## src/rtl/issue_unit.sv

```systemverilog
// Issue scheduler: grants the int, ld/st, mult and div issue queues against a
// shared single-port CDB, tracking future write-back slots and divider occupancy.
module issue_unit #(
    parameter int INT_LAT  = 1,
    parameter int LS_LAT   = 1,
    parameter int MULT_LAT = 4,
    parameter int DIV_LAT  = 6,
    parameter int SLOT_W   = 6
) (
    input  logic              clk,
    input  logic              reset,
    input  logic              iq_int_rdy,
    input  logic              iq_ls_rdy,
    input  logic              iq_mult_rdy,
    input  logic              iq_div_rdy,
    input  logic              cdb_flush,
    output logic              iu_int_r_en,
    output logic              iu_ls_r_en,
    output logic              iu_mult_r_en,
    output logic              iu_div_r_en,
    output logic              iu_div_busy,
    output logic [SLOT_W-1:0] iu_cdb_slot
);

    localparam int CNT_W = $clog2(DIV_LAT + 1);

    logic [SLOT_W-1:0] slot_r;
    logic [CNT_W-1:0]  div_cnt_r;
    logic              lru_r;

    logic [SLOT_W-1:0] used_s;
    logic              allow_s;
    logic              div_gnt_s;
    logic              mult_gnt_s;
    logic              int_ok_s;
    logic              ls_ok_s;
    logic              int_gnt_s;
    logic              ls_gnt_s;
    logic              div_busy_s;

    // One-hot mask for a result landing on the CDB lat cycles from now.
    function automatic logic [SLOT_W-1:0] lat_bit(input int lat);
        lat_bit = {{(SLOT_W-1){1'b0}}, 1'b1} << (lat - 1);
    endfunction

    assign div_busy_s = (div_cnt_r != {CNT_W{1'b0}});

    // Grant arbitration in priority order; used_s accumulates slots claimed so far.
    always_comb begin
        used_s     = {SLOT_W{1'b0}};
        int_gnt_s  = 1'b0;
        ls_gnt_s   = 1'b0;
        allow_s    = !reset && !cdb_flush;

        div_gnt_s  = allow_s && iq_div_rdy && !div_busy_s && !slot_r[DIV_LAT-1];
        used_s     = used_s | (div_gnt_s ? lat_bit(DIV_LAT) : {SLOT_W{1'b0}});

        mult_gnt_s = allow_s && iq_mult_rdy && !(slot_r[MULT_LAT-1] || used_s[MULT_LAT-1]);
        used_s     = used_s | (mult_gnt_s ? lat_bit(MULT_LAT) : {SLOT_W{1'b0}});

        int_ok_s   = allow_s && iq_int_rdy && !(slot_r[INT_LAT-1] || used_s[INT_LAT-1]);
        ls_ok_s    = allow_s && iq_ls_rdy  && !(slot_r[LS_LAT-1]  || used_s[LS_LAT-1]);

        // Same-latency int/ls collide on the CDB: the LRU bit picks the one not served last.
        if ((INT_LAT == LS_LAT) && int_ok_s && ls_ok_s) begin
            int_gnt_s = !lru_r;
            ls_gnt_s  = lru_r;
        end else begin
            int_gnt_s = int_ok_s;
            ls_gnt_s  = ls_ok_s;
        end

        used_s = used_s | (int_gnt_s ? lat_bit(INT_LAT) : {SLOT_W{1'b0}});
        used_s = used_s | (ls_gnt_s  ? lat_bit(LS_LAT)  : {SLOT_W{1'b0}});
    end

    // Reservation shift register, divider countdown and int/ls LRU state.
    always_ff @(posedge clk) begin
        if (reset) begin
            slot_r    <= {SLOT_W{1'b0}};
            div_cnt_r <= {CNT_W{1'b0}};
            lru_r     <= 1'b0;
        end else begin
            slot_r <= (slot_r | used_s) >> 1;

            if (div_gnt_s) begin
                div_cnt_r <= CNT_W'(DIV_LAT - 1);
            end else if (div_busy_s) begin
                div_cnt_r <= div_cnt_r - {{(CNT_W-1){1'b0}}, 1'b1};
            end else begin
                div_cnt_r <= div_cnt_r;
            end

            if (int_gnt_s) begin
                lru_r <= 1'b1;
            end else if (ls_gnt_s) begin
                lru_r <= 1'b0;
            end else begin
                lru_r <= lru_r;
            end
        end
    end

    assign iu_int_r_en  = int_gnt_s;
    assign iu_ls_r_en   = ls_gnt_s;
    assign iu_mult_r_en = mult_gnt_s;
    assign iu_div_r_en  = div_gnt_s;
    assign iu_div_busy  = div_busy_s;
    assign iu_cdb_slot  = slot_r;

endmodule

```

## config.mk

```make
export PLATFORM = sky130hd
export DESIGN_NAME = issue_unit
export DESIGN_NICKNAME = d
export VERILOG_FILES = /design/src/rtl/issue_unit.sv
export SDC_FILE = /design/constraint.sdc
export NUM_CORES = 1
export LEC_CHECK = 0
export ABC_AREA = 1
export CAP_MARGIN = 0
export CORE_MARGIN = 3
export CORE_UTILIZATION = 32
export DETAILED_ROUTE_END_ITERATION = 10
export SKIP_LAST_GASP = 1
export SYNTH_ARGS = -nofsm -noshare
export SYNTH_HDL_FRONTEND = slang
export SYNTH_SLANG_ARGS = --single-unit
```

## constraint.sdc

```tcl
create_clock -name clk -period 2.1 [get_ports clk]
set_clock_uncertainty 0.2 [all_clocks]
set_input_delay 0.525 -clock clk [delete_from_list [all_inputs] [get_ports clk]]
set_output_delay 0.525 -clock clk [all_outputs]
set_load 0.05 [all_outputs]
```

; ---- After elaboration in Yosys (flattened, before gate mapping)
; Index checks and enable logic that the tools add are counted.
; Widths: inputs -> output; s select.
[classes]
n_addsub = 1
muxes = 10
bitwise = 4
reduce_logical = 24
[op_table]
columns = op, n
row1 = $or 6x1->6, 2
row2 = $logic_and 1x1->1, 11
row3 = $logic_not 1->1, 7
row4 = $mux 1, 6
row5 = $mux 3, 2
row6 = $mux 6, 1
row7 = $or 6x4->6, 1
row8 = $or 6x6->6, 1
row9 = $mux 4, 1
row10 = $reduce_bool 2->1, 2
row11 = $reduce_bool 3->1, 1
row12 = $sub 3x1->3 const B, 1
row13 = $logic_or 1x1->1, 2
row14 = $reduce_or 2->1, 1
[totals]
reg_bits = 10
in_bits = 7
out_inout_bits = 11
elab_cells = 44

; ---- Longest topological paths before layout
; Gate-level depths: netlist (run 1).
[depth]
ltp_word = 20
ltp_mapped = 7
ltp_nobuf = 7

; ---- Worst setup path after synthesis (run 1)
; No wires, ideal clock.
[synth_path]
kind = input to output
start = input reset
end = output iu_mult_r_en
arrival_ps = 1407
t_required_ps = 1375
slack_ps = -32
stages = 3
path_buffers = 0
cell_sequence = nor2_4 -> nand2_1 -> nor2_1
[synth_via]
elab_chain_cells = 4
[synth_rtl]
columns = item, line_no
row1 = from (decl), 11  ; input logic reset,
row2 = $logic_not 1->1, 53  ; allow_s = !reset && !cdb_flush;
row3 = $logic_and 1x1->1, 53
row4 = $logic_and 1x1->1 (2 in a row), 58  ; mult_gnt_s = allow_s && iq_mult_rdy && !(slot_r[MULT_LAT-1] || used_s[MULT_LAT-1]);
row5 = to (decl), 19  ; output logic iu_mult_r_en,
; No other way between the ends.

; ---- Final worst setup path (run 1)
[layout_path]
start = input iq_mult_rdy
end = output iu_mult_r_en
[layout_via]
elab_chain_cells = 2
[layout_rtl]
columns = item, line_no
row1 = from (decl), 14  ; input logic iq_mult_rdy,
row2 = $logic_and 1x1->1 (2 in a row), 58
; No other way between the ends.

==> results.cfg, run 1 <==
[clock_network]
h_tree_depth = 1
worstSkewPairLatency_ps = 260
cts_max_path_buffers = 2
clkTransAtPathRegs_ps = 60
cts.sink_count = 9
cts-hold-fix-buffers = 0
cts_tree = built
buffer_type_at_the_clock_tree_root = sky130_fd_sc_hd__clkbuf_4
cts_buffers = 3

[layout]
post_route_cells_drive_above_1_share = 0.441
synthToLayoutAreaGrowth_pct = 82.7
fin_util = 0.659
antenna_cells = 0
fill_cells = 106
finalNetCount = 103

[setup_path]
reg2reg_slack_ps = 790
worstSetupStartpointType = input pin
worst-setup-path-type = in -> out
cp.arrival_ps = 1350
ff2ff_path_depth = 8
crit_start = iq_mult_rdy
critical_path_end_type = primary output
worst_setup_path_endpoint = iu_mult_r_en
capture_instance_of_the_worst_register_to_register_path = div_cnt_r[1]
worst-endpoint-required_ps = 1370
worstPathMaxFanout = 2
reg2reg_from = div_cnt_r[0]

[routing]
drt-wirelength-per-cell_um = 10.8
drt-met1-wl_um = 510
wire_length_on_met3_um = 42
dr.first_iter.drc_count = 3
top_layer = met4
num_vias = 457
antenna_left = 0
drt_pre_antenna_iters = 2
dr_wl_met2_um = 571
detail_route.vias_per_cell = 4.27
route.detailed.drc = 0
wirelength_um = 1160

[die]
core_area_sq_um = 1190
floorplan.io_pins = 18
core.rowCount = 12
design.die.area_sq_um = 1810
initial_cell_density_of_the_core = 0.361
dieWidth_um = 42.6
die_height_um = 42.6

[synth]
synthCells = 64
postSynthRegisterBits = 9
synth-seq-area-share = 0.421
synthesis.area_per_instance_sq_um = 6.69
synth.net_count = 73
syn_area_sq_um = 428
synth_unique_cells = 12
ys.warnings.count = 0

[pwr]
p_comb_frac = 0.548
internal-power_uw = 469
worst_ir_drop_vdd_uv = 668
leakagePower_uw = 0.000412
power.clock.fraction = 0.172
power_density_nw_per_um2 = 1030
switching_power_uw = 335
sequential_group_share_of_total_power = 0.279
sw_frac_of_total = 0.416

[run_status]
run_status = complete, no violations

[global_routing]
grt_antenna_before_repair = 0
grt_remaining_overflow = 0
grt_max_degree = 7
grt_pass1_wl_um = 1650
groute.usage.overall = 0.126
number_of_global_route_vias_before_repair = 397

[sta]
timing.final.crit_period_ps = 2070
maxSlewViolCount = 0
timing.hold.ws_ps = 220
final-hold-violation-count = 0
setup_violations = 0
final_min_period_over_clock_period = 0.987
clock.fmax_ghz = 0.482

[place]
dp_hpwl_um = 782
finalWeightedCongestion = 0.722
buffer_ports.inserted = 16

[hold_path]
min_path_type = reg -> reg
hold_path.startpoint = iu_cdb_slot[1]

[flow_run]
maxCapViolCount = 0
==> Yosys cell counts <==
master | count | area share
sky130_fd_sc_hd__a21oi_1 | 3 | 0.035
sky130_fd_sc_hd__buf_4 | 1 | 0.018
sky130_fd_sc_hd__dfxtp_1 | 9 | 0.42
sky130_fd_sc_hd__nor2_4 | 1 | 0.026
sky130_fd_sc_hd__nor2_1 | 12 | 0.11
sky130_fd_sc_hd__ha_1 | 2 | 0.058
sky130_fd_sc_hd__o21ai_0 | 1 | 0.012
sky130_fd_sc_hd__nand2_2 | 1 | 0.015
sky130_fd_sc_hd__nand3_1 | 4 | 0.047
sky130_fd_sc_hd__conb_1 | 1 | 0.0088
sky130_fd_sc_hd__inv_1 | 15 | 0.13
sky130_fd_sc_hd__nand2_1 | 14 | 0.12
==> area by class of cell <==
cell class,instances,area (sq um),area share
repair buffers,26,268,0.342
well taps,14,17.5,0.0224
inverters,15,56.3,0.0720
flip-flops and latches,9,180,0.230
clock buffers,4,26.3,0.0336
multi-input cells,39,234,0.299
==> cells in the final DEF (no fill, tap or decap) <==
| cell type | n |
|---|---|
| sky130_fd_sc_hd__ha_1 | 1 |
| sky130_fd_sc_hd__conb_1 | 1 |
| sky130_fd_sc_hd__nand2_2 | 4 |
| sky130_fd_sc_hd__dlygate4sd2_1 | 2 |
| sky130_fd_sc_hd__nor2_1 | 8 |
| sky130_fd_sc_hd__a21oi_1 | 3 |
| sky130_fd_sc_hd__clkbuf_4 | 3 |
| sky130_fd_sc_hd__clkdlybuf4s50_1 | 1 |
| sky130_fd_sc_hd__nand3_2 | 2 |
| sky130_fd_sc_hd__inv_1 | 10 |
| sky130_fd_sc_hd__dlymetal6s2s_1 | 1 |
| sky130_fd_sc_hd__dfxtp_1 | 9 |
| sky130_fd_sc_hd__o21ai_0 | 1 |
| sky130_fd_sc_hd__ha_4 | 1 |
| sky130_fd_sc_hd__inv_2 | 5 |
| sky130_fd_sc_hd__buf_4 | 15 |
| sky130_fd_sc_hd__nor2_4 | 3 |
| sky130_fd_sc_hd__nor2_2 | 2 |
| sky130_fd_sc_hd__buf_12 | 5 |
| sky130_fd_sc_hd__clkbuf_2 | 1 |
| sky130_fd_sc_hd__nand3_1 | 2 |
| sky130_fd_sc_hd__nand2_1 | 11 |
| sky130_fd_sc_hd__clkbuf_1 | 1 |
| sky130_fd_sc_hd__clkdlybuf4s15_1 | 1 |
==> per-stage QoR <==
step	setup slack (ps)	cells	power (uW)	TNS, ps	area [sq um]
2_1_floorplan	129	64	453	0	430
3_3_place_gp	-233	97	583	-864	668
3_5_place_dp	-278	97	593	-976	668
4_1_cts	-5.19	104	748	-5.19	734
5_1_grt	-15.6	107	862	-18.5	782
6_report	27.0	107	804	0	782
==> layer usage <==
layer  vias up  track usage
li1        242            -
met1       197        0.133
met2        13        0.207
met3         5       0.0386
met4         0       0.0932
met5         -            0
==> flip-flops by register name (all words and copies together) (netlist names) <==
register,flops
iu_cdb_slot,5
lru_r,1
div_cnt_r,3
==> how the worst min path moves through the flow <==
stage                                 to  depth (start not counted)
after floorplan                    lru_r                          2
after global placement    iu_cdb_slot[0]                          2
after global routing      iu_cdb_slot[0]                          2
after detailed placement  iu_cdb_slot[0]                          2
final                     iu_cdb_slot[0]                          2
after CTS                 iu_cdb_slot[0]                          2
==> power by group through the flow <==
| stage | combinational, uW | clock [uW] | sequential (uW) |
|---|---|---|---|
| 4_1_cts | 387 | 142 | 219 |
| 3_3_place_gp | 363 | 0 | 220 |
| 3_5_place_dp | 372 | 0 | 222 |
| 6_report | 441 | 138 | 225 |
| 2_1_floorplan | 214 | 0 | 239 |
| 5_1_grt | 484 | 150 | 228 |
==> kinds of logic (layout without fill, tap and decap cells) <==
| group | after synthesis | count (layout) | synth area share |
|---|---|---|---|
| AO/OA/AOI/OAI | 4 | 4 | 0.0468 |
| adder cells (fa/ha/maj) | 2 | 2 | 0.0585 |
| buffers and inverters | 16 | 45 | 0.149 |
| flip-flops | 9 | 9 | 0.421 |
| other | 1 | 1 | 0.00876 |
| AND/OR/NAND/NOR | 32 | 32 | 0.316 |
==> critical path: stages <==
cell	delay, ps
sky130_fd_sc_hd__clkdlybuf4s50_1	470
sky130_fd_sc_hd__nand2_2	80
sky130_fd_sc_hd__nor2_4	130
sky130_fd_sc_hd__buf_12	140
==> timing repair <==
action                                  4_1_cts  5_1_grt
gates resized for setup                      14       11
pin swaps                                     5        7
setup buffers                                 3        3
endpoints found under the setup margin        4        4
Power figures use the tool's default switching activity.
==> run 2, diff against run 1 <==
--- a/config.mk
+++ b/config.mk
@@ -10,6 +10,7 @@
 export CORE_MARGIN = 3
 export CORE_UTILIZATION = 32
 export DETAILED_ROUTE_END_ITERATION = 10
+export HOLD_SLACK_MARGIN = 0.02
 export SKIP_LAST_GASP = 1
 export SYNTH_ARGS = -nofsm -noshare
 export SYNTH_HDL_FRONTEND = slang
==> results of run 2 <==
Final layout, timing and power as in run 1 (identical DEF).
==> run 3, diff against run 2 <==
--- a/config.mk
+++ b/config.mk
@@ -10,7 +10,8 @@
 export CORE_MARGIN = 3
 export CORE_UTILIZATION = 32
 export DETAILED_ROUTE_END_ITERATION = 10
-export HOLD_SLACK_MARGIN = 0.02
+export GPL_TIMING_DRIVEN = 0
+export HOLD_SLACK_MARGIN = 0.12
 export SKIP_LAST_GASP = 1
 export SYNTH_ARGS = -nofsm -noshare
 export SYNTH_HDL_FRONTEND = slang
==> run 3 against run 2 <==
Die area unchanged. Combinational power decreased by 12%. Maximum frequency increased by 0.78%. Flip-flop and latch count unchanged. Global-route usage decreased by 0.48 points. Final cell count decreased by 1.9%. Clock-buffer cell count unchanged. Hold slack got worse by 5.5 ps. Sequential power about the same. Final area decreased by 11%. Critical endpoint unchanged. Sequential share of layout area increased by 2.7 points.
==> results.cfg, run 3 (synthesis gave the netlist of run 1 again) <==
[global_routing]
grt_antenna_before_repair = 0
groute.usage.overall = 0.121
grt_max_degree = 8
grt_remaining_overflow = 0
grt_pass1_wl_um = 1700
number_of_global_route_vias_before_repair = 436

[pwr]
power_density_nw_per_um2 = 1070
leakagePower_uw = 0.000403
worst_ir_drop_vdd_uv = 544

[setup_path]
crit_path_cell_chain = clkdlybuf4s50_1 > nand2_1 > nor2_2 > buf_4
worst-setup-path-type = in -> out
critical_path_end_type = primary output
critical_path.slowest_cell = sky130_fd_sc_hd__clkdlybuf4s50_1
worstPathMaxFanout = 2
worstSetupStartpointType = input pin
worst-endpoint-required_ps = 1370
cp.arrival_ps = 1330
critPathTopFamily = buffers and inverters
cp_slowest_stage_delay_ps = 460
critical_path.n_buffers_inverters = 2

[die]
floorplan.io_pins = 18
die_height_um = 42.6
initial_cell_density_of_the_core = 0.361
core_area_sq_um = 1190
core.rowCount = 12
design.die.area_sq_um = 1810
dieWidth_um = 42.6

[routing]
drt_pre_antenna_iters = 4
num_vias = 462
drt-wirelength-per-cell_um = 9.91
antenna_left = 0
detail_route.vias_per_cell = 4.40
dr.first_iter.drc_count = 5
wirelength_um = 1040
route.detailed.drc = 0

[layout]
finish.cell_count_without_fillers = 105
largest_reg_flops = 5
fill_cells = 114
post_route_cells_drive_above_1_share = 0.330
finalNetCount = 101
synthToLayoutAreaGrowth_pct = 63.5
antenna_cells = 0
leading_cell_type_in_the_layout_fill_and_taps_excluded = sky130_fd_sc_hd__nand2_1
final_cell_mix = 14 x sky130_fd_sc_hd__nand2_1, 11 x sky130_fd_sc_hd__inv_1, 9 x sky130_fd_sc_hd__nor2_1, 9 x sky130_fd_sc_hd__dfxtp_1, 8 x sky130_fd_sc_hd__buf_4

[clock_network]
worstSkewPairLatency_ps = 260
h_tree_depth = 1
cts_buffers = 3
clkTransAtPathRegs_ps = 60
cts_max_path_buffers = 2
cts-hold-fix-buffers = 0
cts.sink_count = 9
buffer_type_at_the_clock_tree_root = sky130_fd_sc_hd__clkbuf_4
cts_tree = built

[sta]
final_min_period_over_clock_period = 0.980
clock.fmax_ghz = 0.486
setup_violations = 0
postLayoutSetupSlackWorst_ps = 43.0
maxSlewViolCount = 0
timing.hold.ws_ps = 215
timing.final.crit_period_ps = 2060
final-hold-violation-count = 0

[place]
post_placement_worst_setup_slack_ps = -1030
post-place-cells = 94
buffer_ports.inserted = 16
finalWeightedCongestion = 0.696
dp_hpwl_um = 701

[run_status]
run_status = complete, no violations

[hold_path]
min_path_type = reg -> reg

[flow_run]
maxCapViolCount = 0
## run 3: cell types whose count changed in the layout (fill, tap and decap cells not counted), sizes merged
cell	delta
buf	-6
dlygate4sd2	+5
clkdlybuf4s15	-1
## run 3: routing by layer
metal | global-route usage | wire (um) | up-vias
met1 | 0.131 | 418 | 208
met3 | 0.0429 | 69 | 0
met5 | 0 | 0 | -
met4 | 0.0186 | 0 | 0
met2 | 0.225 | 552 | 14
li1 | - | - | 240
## run 3: path summary, 6_finish.rpt
| kind | from | to | slack, ps | depth (start not counted) |
|---|---|---|---|---|
| max | iq_mult_rdy | iu_mult_r_en | 40 | 4 |
| min | iu_cdb_slot[1] | iu_cdb_slot[0] | 210 | 2 |
| max reg2reg | div_cnt_r[0] | div_cnt_r[2] | 710 | 9 |
| min reg2reg | iu_cdb_slot[1] | iu_cdb_slot[0] | 210 | 2 |
## run 3: worst reg2reg max path, cell delays in order (launching register included)
cell                      delay (ps)
sky130_fd_sc_hd__dfxtp_1         320
sky130_fd_sc_hd__inv_2            70
sky130_fd_sc_hd__ha_2            180
sky130_fd_sc_hd__inv_2            50
sky130_fd_sc_hd__nor2_4          110
sky130_fd_sc_hd__buf_4           120
sky130_fd_sc_hd__buf_4            90
sky130_fd_sc_hd__nand2_1          50
sky130_fd_sc_hd__nand2_1          60
sky130_fd_sc_hd__nor2_1           40
## run 3: area by class of cell
cell class | count | area [sq um] | share of cell area
clock buffers | 4 | 26.3 | 0.0376
plain buffers | 1 | 7.51 | 0.0107
well taps | 14 | 17.5 | 0.0250
flip-flops and latches | 9 | 180 | 0.258
repair buffers | 23 | 203 | 0.290
multi-input cells | 39 | 209 | 0.299
inverters | 15 | 56.3 | 0.0805
## run 3: what timing repair did
| action | 4_1_cts | 5_1_grt |
|---|---|---|
| resized for setup | 51 | 11 |
| setup endpoints to repair | 10 | 2 |
| cloned | 0 | 0 |
| setup buffers | 1 | 6 |
| pin swaps | 5 | 4 |
## run 3: through the flow
stage          area [sq um]   util  setup TNS (ps)  power (uW)
2_1_floorplan           430      -               0         453
3_3_place_gp            608  0.513           -4070         534
3_5_place_dp            608  0.513           -4190         542
4_1_cts                 631  0.532           -60.4         669
5_1_grt                 699  0.590           -8.13         810
6_report                699  0.590               0         747
## run 3: power breakdown
group / leakage (uW) / total [uW] / switching (uW) / internal, uW
clock: 0.0000150 / 135 / 61.5 / 73.3
sequential: 0.0000739 / 225 / 22.1 / 203
combinational: 0.000314 / 388 / 239 / 149
total: 0.000403 / 747 / 322 / 425
